<file path="src/rtl/data_mem_ctrl.sv">
// Data-memory responder for the MEM stage: stalls the pipeline with busywait_o
// while a req/ack transaction with the backing memory is in flight, aligns and
// extends load data, and lane-replicates store data with byte strobes.
module data_mem_ctrl #(
  parameter int TIMEOUT = 255
) (
  input  logic        clk_i,
  input  logic        rst_i,
  input  logic        mem_read_i,
  input  logic        mem_write_i,
  input  logic [2:0]  funct3_i,
  input  logic [31:0] addr_i,
  input  logic [31:0] wdata_i,
  output logic        busywait_o,
  output logic [31:0] rdata_o,
  output logic        misaligned_o,
  output logic        bus_err_o,
  output logic        mem_req_o,
  output logic        mem_we_o,
  output logic [31:0] mem_addr_o,
  output logic [31:0] mem_wdata_o,
  output logic [3:0]  mem_wstrb_o,
  input  logic        mem_ack_i,
  input  logic [31:0] mem_rdata_i
);

  typedef enum logic [1:0] {S_IDLE, S_REQ, S_DONE} state_e;

  // Last REQ cycle count before giving up; wraps harmlessly when TIMEOUT is 0.
  localparam logic [31:0] TO_LAST = 32'(TIMEOUT - 1);

  state_e      state_q, state_d;
  logic [31:0] cnt_q, cnt_d;
  logic        req_q, req_d, we_q, we_d, err_q, err_d;
  logic [31:0] addr_q, addr_d, wdata_q, wdata_d, rdata_q, rdata_d;
  logic [3:0]  strb_q, strb_d;

  logic        access, request;
  logic [31:0] st_data, ld_data, lane_word;
  logic [3:0]  st_strb;
  logic [15:0] half;

  // Alignment check: byte never, half needs addr[0]=0, everything else is word.
  always_comb begin
    access       = mem_read_i | mem_write_i;
    misaligned_o = 1'b0;
    case (funct3_i)
      3'b000, 3'b100: misaligned_o = 1'b0;
      3'b001, 3'b101: misaligned_o = access & addr_i[0];
      default:        misaligned_o = access & (addr_i[1:0] != 2'b00);
    endcase
    request = access & ~misaligned_o;
  end

  // Store packing: replicate the datum into every lane, strobe selects the lane.
  always_comb begin
    case (funct3_i[1:0])
      2'b00: begin
        st_data = {4{wdata_i[7:0]}};
        st_strb = 4'b0001 << addr_i[1:0];
      end
      2'b01: begin
        st_data = {2{wdata_i[15:0]}};
        st_strb = addr_i[1] ? 4'b1100 : 4'b0011;
      end
      default: begin
        st_data = wdata_i;
        st_strb = 4'b1111;
      end
    endcase
  end

  // Load extraction from the returned word, by lane and signedness.
  always_comb begin
    lane_word = mem_rdata_i >> {addr_i[1:0], 3'b000};
    half      = addr_i[1] ? mem_rdata_i[31:16] : mem_rdata_i[15:0];
    case (funct3_i)
      3'b000:  ld_data = {{24{lane_word[7]}}, lane_word[7:0]};
      3'b100:  ld_data = {24'h0, lane_word[7:0]};
      3'b001:  ld_data = {{16{half[15]}}, half};
      3'b101:  ld_data = {16'h0, half};
      default: ld_data = mem_rdata_i;
    endcase
  end

  // Next-state and transaction register updates.
  always_comb begin
    state_d = state_q;
    cnt_d   = cnt_q;
    req_d   = req_q;
    we_d    = we_q;
    err_d   = err_q;
    addr_d  = addr_q;
    wdata_d = wdata_q;
    strb_d  = strb_q;
    rdata_d = rdata_q;
    case (state_q)
      S_IDLE: if (request) begin
        req_d   = 1'b1;
        we_d    = mem_write_i;
        addr_d  = {addr_i[31:2], 2'b00};
        wdata_d = mem_write_i ? st_data : 32'h0;
        strb_d  = mem_write_i ? st_strb : 4'b0000;
        cnt_d   = 32'h0;
        state_d = S_REQ;
      end
      S_REQ: begin
        if (mem_ack_i) begin
          req_d   = 1'b0;
          err_d   = 1'b0;
          if (!we_q) rdata_d = ld_data;
          state_d = S_DONE;
        end else if (TIMEOUT != 0 && cnt_q == TO_LAST) begin
          req_d   = 1'b0;
          err_d   = 1'b1;
          rdata_d = 32'h0;
          state_d = S_DONE;
        end else begin
          cnt_d = cnt_q + 32'd1;
        end
      end
      // Requests seen here belong to the instruction that is completing.
      default: state_d = S_IDLE;
    endcase
  end

  // State registers; reset aborts any transaction in flight.
  always_ff @(posedge clk_i or posedge rst_i) begin
    if (rst_i) begin
      state_q <= S_IDLE;
      cnt_q   <= 32'h0;
      req_q   <= 1'b0;
      we_q    <= 1'b0;
      err_q   <= 1'b0;
      addr_q  <= 32'h0;
      wdata_q <= 32'h0;
      strb_q  <= 4'h0;
      rdata_q <= 32'h0;
    end else begin
      state_q <= state_d;
      cnt_q   <= cnt_d;
      req_q   <= req_d;
      we_q    <= we_d;
      err_q   <= err_d;
      addr_q  <= addr_d;
      wdata_q <= wdata_d;
      strb_q  <= strb_d;
      rdata_q <= rdata_d;
    end
  end

  assign busywait_o  = ((state_q == S_IDLE) & request) | (state_q == S_REQ);
  assign mem_req_o   = req_q;
  assign mem_we_o    = we_q;
  assign mem_addr_o  = addr_q;
  assign mem_wdata_o = wdata_q;
  assign mem_wstrb_o = strb_q;
  assign rdata_o     = rdata_q;
  assign bus_err_o   = err_q;

endmodule

</file>
<file path="config.mk">
export PLATFORM = sky130hd
export DESIGN_NAME = data_mem_ctrl
export DESIGN_NICKNAME = d
export VERILOG_FILES = /design/src/rtl/data_mem_ctrl.sv
export SDC_FILE = /design/constraint.sdc
export NUM_CORES = 1
export LEC_CHECK = 0
export ABC_AREA = 1
export ABC_CLOCK_PERIOD_IN_PS = 4800
export BUFFER_PORTS_ARGS = -buffer_cell sky130_fd_sc_hd__buf_2
export CAP_MARGIN = 20
export CORE_UTILIZATION = 45
export DETAILED_ROUTE_END_ITERATION = 12
export HOLD_SLACK_MARGIN = 0.15
export PLACE_DENSITY_LB_ADDON = 0.25
export SYNTH_ARGS = -nofsm -noshare
export SYNTH_HDL_FRONTEND = slang
export SYNTH_SLANG_ARGS = --single-unit
</file>
<file path="constraint.sdc">
create_clock -name clk_i -period 4.8 [get_ports clk_i]
set_clock_uncertainty 0.15 [all_clocks]
set_input_delay 1.44 -clock clk_i [delete_from_list [all_inputs] [get_ports clk_i]]
set_output_delay 1.44 -clock clk_i [all_outputs]
set_load 0.1 [all_outputs]
</file>
Yosys cells after proc, flatten, opt, wreduce, memory -nomap -nowiden

Index checks and enable logic that the tools add are counted.

Add/sub/neg operators: 1
Equality and inequality tests: 11
Shifts and indexed selects: 2
Bitwise logic cells: 7
Reduce and logical (&&, ||, !) cells: 14
Multiplexer cells: 25

Operators with widths:

| cell                                                 | count |
|---|---|
| two-way mux 32 bit                                   | 7 |
| one-hot mux 32 bit (2 select lines)                  | 2 |
| one-hot mux 32 bit (4 select lines)                  | 1 |
| adder 32 x 1 -> 32 bit, second input constant        | 1 |
| equality test 32 x 8 -> 1 bit, second input constant | 1 |
| >> shifter 32 x 5 -> 8 bit                           | 1 |
| two-way mux 16 bit                                   | 1 |
| two-way mux 4 bit                                    | 2 |
| != test 2 bit, second input constant                 | 4 |
| one-hot mux 4 bit (2 select lines)                   | 1 |
| equality test 3 bit, second input constant           | 2 |
| two-way mux 2 bit                                    | 3 |
| AND reduction 2 bit                                  | 3 |
| AND reduction 3 bit                                  | 2 |
| nonzero test 2 bit                                   | 3 |
| two-way mux 1 bit                                    | 5 |
| bitwise AND 1 bit                                    | 4 |
| equality test 2 x 1 -> 1 bit, second input constant  | 2 |
| zero test 2 bit                                      | 2 |
| one-hot mux 1 bit (2 select lines)                   | 2 |
| one-hot mux 2 bit (2 select lines)                   | 1 |
| AND reduction 4 bit                                  | 1 |
| OR reduction 2 bit                                   | 2 |
| left shift 1 x 2 -> 4 bit, first input constant      | 1 |
| 5 further kinds                                      | 6 |

Output and inout port bits: 105
Input bits: 104
Flip-flop bits (word level): 135

Longest topological paths before layout

Gate-level depths: netlist (run 1).

Depth after elaboration: 7
Depth in mapped cells: 12
Depth with buffers taken out: 11

Worst setup path before layout (run 1)

No wires, ideal clock.

Path kind: input to output
Start point: input port funct3_i[1]
End point: output port busywait_o
Stages: 7
Data required time: 3210 ps
Path buffers: 2
Path slack: 383 ps
Arrival time: 2827 ps
Cell sequence: buf_6 -> nor2_4 -> nor2_1 -> nand2_2 -> nand3_4 -> buf_2 -> nand2_1

Word-level cells in the longest chain between the ends: 7
Elaborated cells on any way between the ends: 11

RTL lines:

| item                                              | line | RTL |
|---|---|---|
| from (decl)                                       | 11   | `input logic [2:0] funct3_i,` |
| equality test 3 bit, or another cell as far along | 47   | `case (funct3_i)` |
| OR reduction 2 bit                                | 47   |  |
| one-hot mux 1 bit (2 select lines) *              | 47   |  |
| inverter 1 bit *                                  | 52   | `request = access & ~misaligned_o;` |
| bitwise AND 1 bit *                               | 52   |  |
| bitwise AND 1 bit *                               | 152  | `assign busywait_o = ((state_q == S_IDLE) & request) \| (state_q == S_REQ);` |
| bitwise OR 1 bit *                                | 152  |  |
| to (decl)                                         | 14   | `output logic busywait_o,` |

Every way passes the cells marked *; elsewhere a longest branch is shown, timed or not.

Final worst setup path (run 1)

Start point: input port funct3_i[1]
End point: output port misaligned_o

Word-level cells in the longest chain between the ends: 3
Elaborated cells on any way between the ends: 7

RTL lines:

| item                                              | line | RTL |
|---|---|---|
| equality test 3 bit, or another cell as far along | 47   |  |
| OR reduction 2 bit                                | 47   |  |
| one-hot mux 1 bit (2 select lines) *              | 47   |  |
| to (decl)                                         | 16   | `output logic misaligned_o,` |

Marked as above.

==> results of run 1 <==
[state kept, by name (all words and copies together) (netlist names)]
signal and cells:
mem_req_o 1, mem_wdata_o 32, mem_wstrb_o 4, cnt_q 32
rdata_o 32, mem_we_o 1, mem_addr_o 30, state_q 2
bus_err_o 1
[worst reg2reg max path: cells and delay by family (launching register included)]
family,cells,cell delay [ps]
DFF,1,390
and+or+nand+nor,9,1350
adders and majority gates,1,160
buffers and inverters,1,130
[power groups by stage]
stage          logic (W)  clock network, W  registers, W
6_report         0.00430           0.00137       0.00175
2_1_floorplan   0.000771                 0       0.00461
4_1_cts          0.00432           0.00139       0.00175
3_3_place_gp     0.00430                 0       0.00175
3_5_place_dp     0.00432                 0       0.00176
5_1_grt          0.00449           0.00144       0.00180
[cells in the final DEF (no fill, tap or decap), types with 2 or more instances in the layout]
master / instances
a21oi_1: 15
buf_12: 3
buf_2: 205
buf_4: 9
bufinv_16: 4
clkbuf_16: 17
clkinv_2: 2
clkinv_4: 3
clkinvlp_4: 3
conb_1: 2
dfrtp_1: 135
ha_1: 2
inv_1: 74
inv_2: 5
nand2_1: 392
nand2_2: 6
nand2_4: 4
nand3_1: 78
nand3b_1: 2
nand4_1: 4
nor2_1: 83
nor2_2: 2
nor2_4: 5
nor3_1: 8
o21ai_0: 70
o21ai_1: 9
o21ai_2: 35
o221ai_1: 8
o22ai_1: 4
xor2_1: 14
[final timing paths]
kind | start | end | slack (ps) | cells after the start
max | funct3_i[1] | misaligned_o | 730 | 6
min | rdata_o[2] | rdata_o[2] | 320 | 2
min in group asynchronous | rst_i | mem_addr_o[13] | 1070 | 3
min reg2reg | rdata_o[2] | rdata_o[2] | 320 | 2
max in group asynchronous | rst_i | mem_addr_o[5] | 2870 | 3
max reg2reg | cnt_q[0] | rdata_o[6] | 2510 | 11
[cell type report]
cell class / count / area, um2 / share of cell area (%)
timing repair buffer: 217 / 1150 / 12.5
sequential: 135 / 3380 / 36.6
antenna: 1 / 2.50 / 0.0271
inverter: 80 / 304 / 3.30
tap: 216 / 270 / 2.93
multi-input combinational: 750 / 3500 / 38.0
clock inverter: 12 / 180 / 1.95
clock buffer: 17 / 425 / 4.62
[routing by layer]
metal | up-vias | track usage (%) | wire length (um)
li1 | 3586 | - | -
met1 | 3254 | 35.1 | 9260
met2 | 256 | 38.3 | 9390
met3 | 14 | 8.02 | 1850
met4 | 0 | 5.54 | 167
met5 | - | 0 | 0
[cells by family (layout without fill, tap and decap cells)]
| family | count (synthesis) | count (layout) |
|---|---|---|
| AOI/OAI and AO/OA | 145 | 145 |
| buffers and inverters | 128 | 326 |
| adders and majority gates | 2 | 2 |
| and+or+nand+nor | 586 | 586 |
| other | 1 | 3 |
| DFF | 135 | 135 |
| xor gates and xnor gates | 15 | 15 |
[through the flow]
stage | hold slack [ps] | setup slack, ps
floorplan | 348 | 383
global placement | 302 | 732
detailed placement | 305 | 726
CTS | 319 | 725
global route | 339 | 676
finish | 318 | 729
==> summary.md, run 1 <==
| Metric | Value |
|---|---|
| Count leader, synth | `nand2_1` |
| Worst setup SP type | `input port` |
| Post-Route Utilization | `approximately 57%` |
| Psw | `0.00445 W` |
| Initial cell density of the core | `46.6%` |
| Final setup vio count | `0` |
| Bufs and invs on worst path | `3` |
| Fillers | `1500` |
| Cells along the critical path | `buf_2 > nor2_1 > o21ai_1 > nand2_2 > inv_1 > buf_2` |
| Max Cap Viol | `0` |
| Critical path peak fanout | `8` |
| Clock transition at path regs | `50 ps` |
| EDFF count, synth | `0` |
| TritonRoute pass-1 iters | `5` |
| # Post-CTS Setup Buffers | `0` |
| Mux share of post-synthesis cell area | `0%` |
| Final min period | `4070 ps` |
| HP Class | `register to register` |
| Max-slew headroom | `between 30% and 40%` |
| Synth top area share | `45.2%` |
| Num ports | `209` |
| Die Span Y | `131 um` |
| CTS tree | `done` |
| Post-Syn Area per Cell | `7.39 um2` |
| Area contributors post-synth | `dfrtp_1, nand2_1, nand3_1, o21ai_0, nor2_1` |
| Worst-Margin Slew | `946 ps` |
| Main synth FF type | `dfrtp_1` |
| Post-Synthesis Cells | `1012` |
| Netlist cell types | `34` |
| Layout Nets | `between 1000 and 1500` |
| Clk Latency, worst-skew pair | `approximately 430 ps` |
| CTS buffer count | `17` |
| Post-route ant nets | `0` |
| DRC viols | `0` |
| DR vias | `~7100` |
| Critical path class | `input port to output pin` |
| Wire length of the first global-routing pass | `approximately 33000 um` |
| CTS Buffer Depth | `2` |
| Largest family of logic cells by synthesized area | `simple AND/OR/NAND/NOR gates` |
| PwrDens | `805 nW/um2` |
| DIE AREA | `17100 um2` |
| Wire length per cell | `~14 um` |
| FFs w/ async S/R, synth | `100%` |
| Status | `complete, no violations` |
| Initial DRC count | `roughly 520` |
| Final Non-Filler Cells | `between 1000 and 1500` |
| Hold Violations, Final | `0` |
| Worst Path Arrival | `2480 ps` |
| Final Cycle Share | `84.8%` |
| Grt total ovfl | `0` |
| XOR/XNOR share of the synthesized area | `1.76%` |
| Port bufs | `206` |
| Cell family with most CP delay | `buffers and inverters` |
| Pleak | `5.01 nW` |
| Routability congestion estimate from global placement | `roughly 0.93` |
| H-tree Lvls | `4` |
| Switch share | `60.0%` |
| Yosys reg bits | `135` |
| Sequential share of power | `23.6%` |
| Simple-gate portion of the synthesized area | `roughly a third` |
| Die W | `131 um` |
| CP max stage delay | `410 ps` |
| Gate power share | `57.9%` |
| Post-CTS Hold Buffers | `0` |
| Slew Limit Fails | `0` |
| Synth cell count leaders | `nand2_1, dfrtp_1, nor2_1` |
| All-layer global routing usage | `25.2%` |
| RSZ-0062 raised after global routing | `false` |
| Worst EP required | `3210 ps` |
| Vias per cell | `4.98` |
| Clk sink count | `135` |
| VDD IR max | `about 730 uV` |
| Initial antenna violation count | `0` |
| Core ar. | `16100 um2` |
| Seq/Total Area, Yosys | `45.2%` |
| Post_cts resized | `0` |
| Synthesis Warnings | `0` |
| Pint | `roughly 0.0030 W` |
| Vias in the first global route | `6570` |
| Final WL | `20700 um` |
| Post-synthesis adder-cell area fraction | `less than 1%` |
| Dominant cell type by area after synthesis | `dfrtp_1` |
| Area of the mapped netlist | `7480 um2` |
| Setup TNS Final | `0 ps` |
| Synth Area in Compound Gates | `12.1%` |
| Area of all placed cells without fillers | `9220 um2` |
| Layout cell share with drive strength beyond 1 | `25.4%` |
| Dpl cell area | `8610 um2` |
| CP most frequent cell | `buf_2` |
| Max frequency | `246 MHz` |
| Area Growth Syn to Fin | `23.3%` |
| Largest net degree at the start of global routing | `136` |
| Hpwl dp | `14400 um` |
| Clk pwr share | `18.5%` |
| Endpoint type of the worst setup path | `output pin` |
| Placed cell count | `~1400` |
| Root buffer cell | `clkbuf_16` |
| CP max stage cell | `buf_2` |
| Tot Pwr | `0.00742 W` |
| Core Rows | `46` |
Note: power is estimated with default switching activity, not from simulation.
==> run 2, diff against run 1 <==
Settings changed: ABC_CLOCK_PERIOD_IN_PS 4800 to 3900.
Clock period 4.8 ns to 3.9 ns, I/O delays scaled along.
==> summary.md, run 2 (synthesis gave the netlist of run 1 again) <==
| Metric | Value |
|---|---|
| Initial antenna violation count | `0 (unchanged)` |
| Initial cell density of the core | `46.6% (unchanged)` |
| Status | `complete, no violations` |
| Footprint of the multi-input gates | `3500 um2 (unchanged)` |
| Layout Nets | `1314 (+0.54%)` |
| Max-slew headroom | `46.4% (+9.4 points)` |
| Grt total ovfl | `0 (unchanged)` |
| CTS buffer count | `17 (unchanged)` |
| VDD IR max | `959 uV (+31%)` |
| Post-route ant nets | `0 (unchanged)` |
| Vias per cell | `5.02 (+0.84%)` |
| Slew Limit Fails | `0 (unchanged)` |
| Hold Path Sink | `rdata_o[5]` |
| Die W | `131 um (unchanged)` |
| Register Area | `3380 um2 (unchanged)` |
| All-layer global routing usage | `25.5% (+0.29 points)` |
| Hold slack | `315 ps (-2.96 ps)` |
| DIE AREA | `17100 um2 (unchanged)` |
| Vias in the first global route | `6566 (-0.061%)` |
| Endpoint type of the worst setup path | `output pin` |
| Worst EP required | `2580 ps (-630 ps)` |
| DR vias | `7210 (+1.4%)` |
| Worst setup SP type | `input port` |
| Num ports | `209 (unchanged)` |
| Pleak | `5.05 nW (+0.90%)` |
| Worst Path Arrival | `2200 ps (-280 ps)` |
| Final WL | `20900 um (+1.2%)` |
| Largest net degree at the start of global routing | `64 (-53%)` |
| # Post-CTS Setup Buffers | `0 (unchanged)` |
| HP Class | `register to register` |
| FF-to-FF path depth | `12 (+1)` |
| Max frequency | `284 MHz` |
| TritonRoute pass-1 iters | `7 (+2)` |
| Die Span Y | `131 um (unchanged)` |
| Final setup vio count | `0 (unchanged)` |
| Fillers | `1499 (-0.067%)` |
| Area Growth Syn to Fin | `24.2%` |
| Setup TNS Final | `0 ps (unchanged)` |
| Clk Latency, worst-skew pair | `420 ps (about the same)` |
| GR Util met2 | `38.9% (+0.53 points)` |
| Clock transition at path regs | `50 ps (about the same)` |
| CTS Buffer Depth | `2 (unchanged)` |
| R2R Path End | `cnt_q[11]` |
| Wire length of the first global-routing pass | `33400 um (+0.27%)` |
| Post-CTS Hold Buffers | `0 (unchanged)` |
| Layout cell share with drive strength beyond 1 | `25.8% (+0.47 points)` |
| Critical path peak fanout | `8 (unchanged)` |
| Commonest non-fill, non-tap cell in the layout | `nand2_1` |
| Hold Violations, Final | `0 (unchanged)` |
| RSZ-0062 raised after global routing | `false` |
| Commonest non-fill, non-tap cells in the layout | `nand2_1, buf_2, dfrtp_1` |
| Worst-Margin Slew | `799 ps (-146 ps)` |
| FF-to-FF Start | `cnt_q[0]` |
| Port bufs | `206 (unchanged)` |
| PwrDens | `984 nW/um2 (+22%)` |
| Routability congestion estimate from global placement | `0.908 (-2.4%)` |
| Wire length per cell | `14.6 um (+0.64%)` |
| Root buffer cell | `clkbuf_16` |
| Busiest layer in global routing | `met2` |
| Critical path origin | `funct3_i[1]` |
| Final min period | `3520 ps` |
| DRC viols | `0 (unchanged)` |
| Met1 usage | `35.2% (+0.069 points)` |
| Core Rows | `46 (unchanged)` |
| Antenna cells | `0 (-1)` |
| CTS tree | `done` |
| Slack of the worst reg-to-reg path | `1520 ps (-990 ps)` |
| Min-delay src | `rdata_o[5]` |
| Initial DRC count | `488 (-5.2%)` |
| Core ar. | `16100 um2 (unchanged)` |
| Clk sink count | `135 (unchanged)` |
| Post_cts resized | `0 (unchanged)` |
| Critical path class | `input port to output pin` |
| Global Route met3 Usage | `7.21% (-0.81 points)` |
| Hpwl dp | `15200 um (+5.2%)` |
| Final Cycle Share | `90.4%` |
| H-tree Lvls | `4 (unchanged)` |
| Max Cap Viol | `0 (unchanged)` |
| Hold Path Cell Cnt | `2 (unchanged)` |
==> run 2: metal layers <==
| metal | wire length [um] | vias up |
|---|---|---|
| met3 | 1720 | 23 |
| met5 | 0 | - |
| met2 | 9410 | 262 |
| met1 | 9470 | 3312 |
| met4 | 303 | 0 |
| li1 | - | 3613 |
==> run 2: worst max path at each step <==
stage	endpoint	slack (ps)	depth (start not counted)
6_report	busywait_o	380	7
5_1_grt	busywait_o	310	7
4_1_cts	busywait_o	380	7
3_5_place_dp	busywait_o	390	7
3_3_place_gp	busywait_o	430	7
2_1_floorplan	busywait_o	20	7
==> run 2: critical path, stage by stage <==
cell	delay (ps)
buf_2	160
nor2_1	210
o21ai_1	100
nand2_2	110
nand3_4	100
nand2_1	150
buf_12	190
==> run 2: cell type report <==
cell class	count	share of cell area, %
sequential	135	36.4
inverter	80	3.27
multi-input combinational	750	37.7
tap	216	2.91
clock buffer	23	5.36
timing repair buffer	224	13.2
clock inverter	8	1.20
==> run 2: through the flow <==
step / cell area, um2 / util, % / instances / power, W / setup slack (ps)
after floorplan: 7480 / - / 1013 / 0.00662 / 23.1
after global placement: 8680 / 54.0 / 1405 / 0.00747 / 426
after detailed placement: 8680 / 54.0 / 1405 / 0.00750 / 387
after CTS: 9290 / 57.8 / 1436 / 0.00918 / 383
after global routing: 9290 / 57.8 / 1436 / 0.00951 / 307
final: 9290 / 57.8 / 1436 / 0.00914 / 376
==> run 2: report_power, final <==
part	internal, W	leakage [nW]	switching, W	total, W
logic	0.000721	2.99	0.00459	0.00531
clock network	0.00103	0.297	0.000631	0.00166
registers	0.00189	1.77	0.000275	0.00217
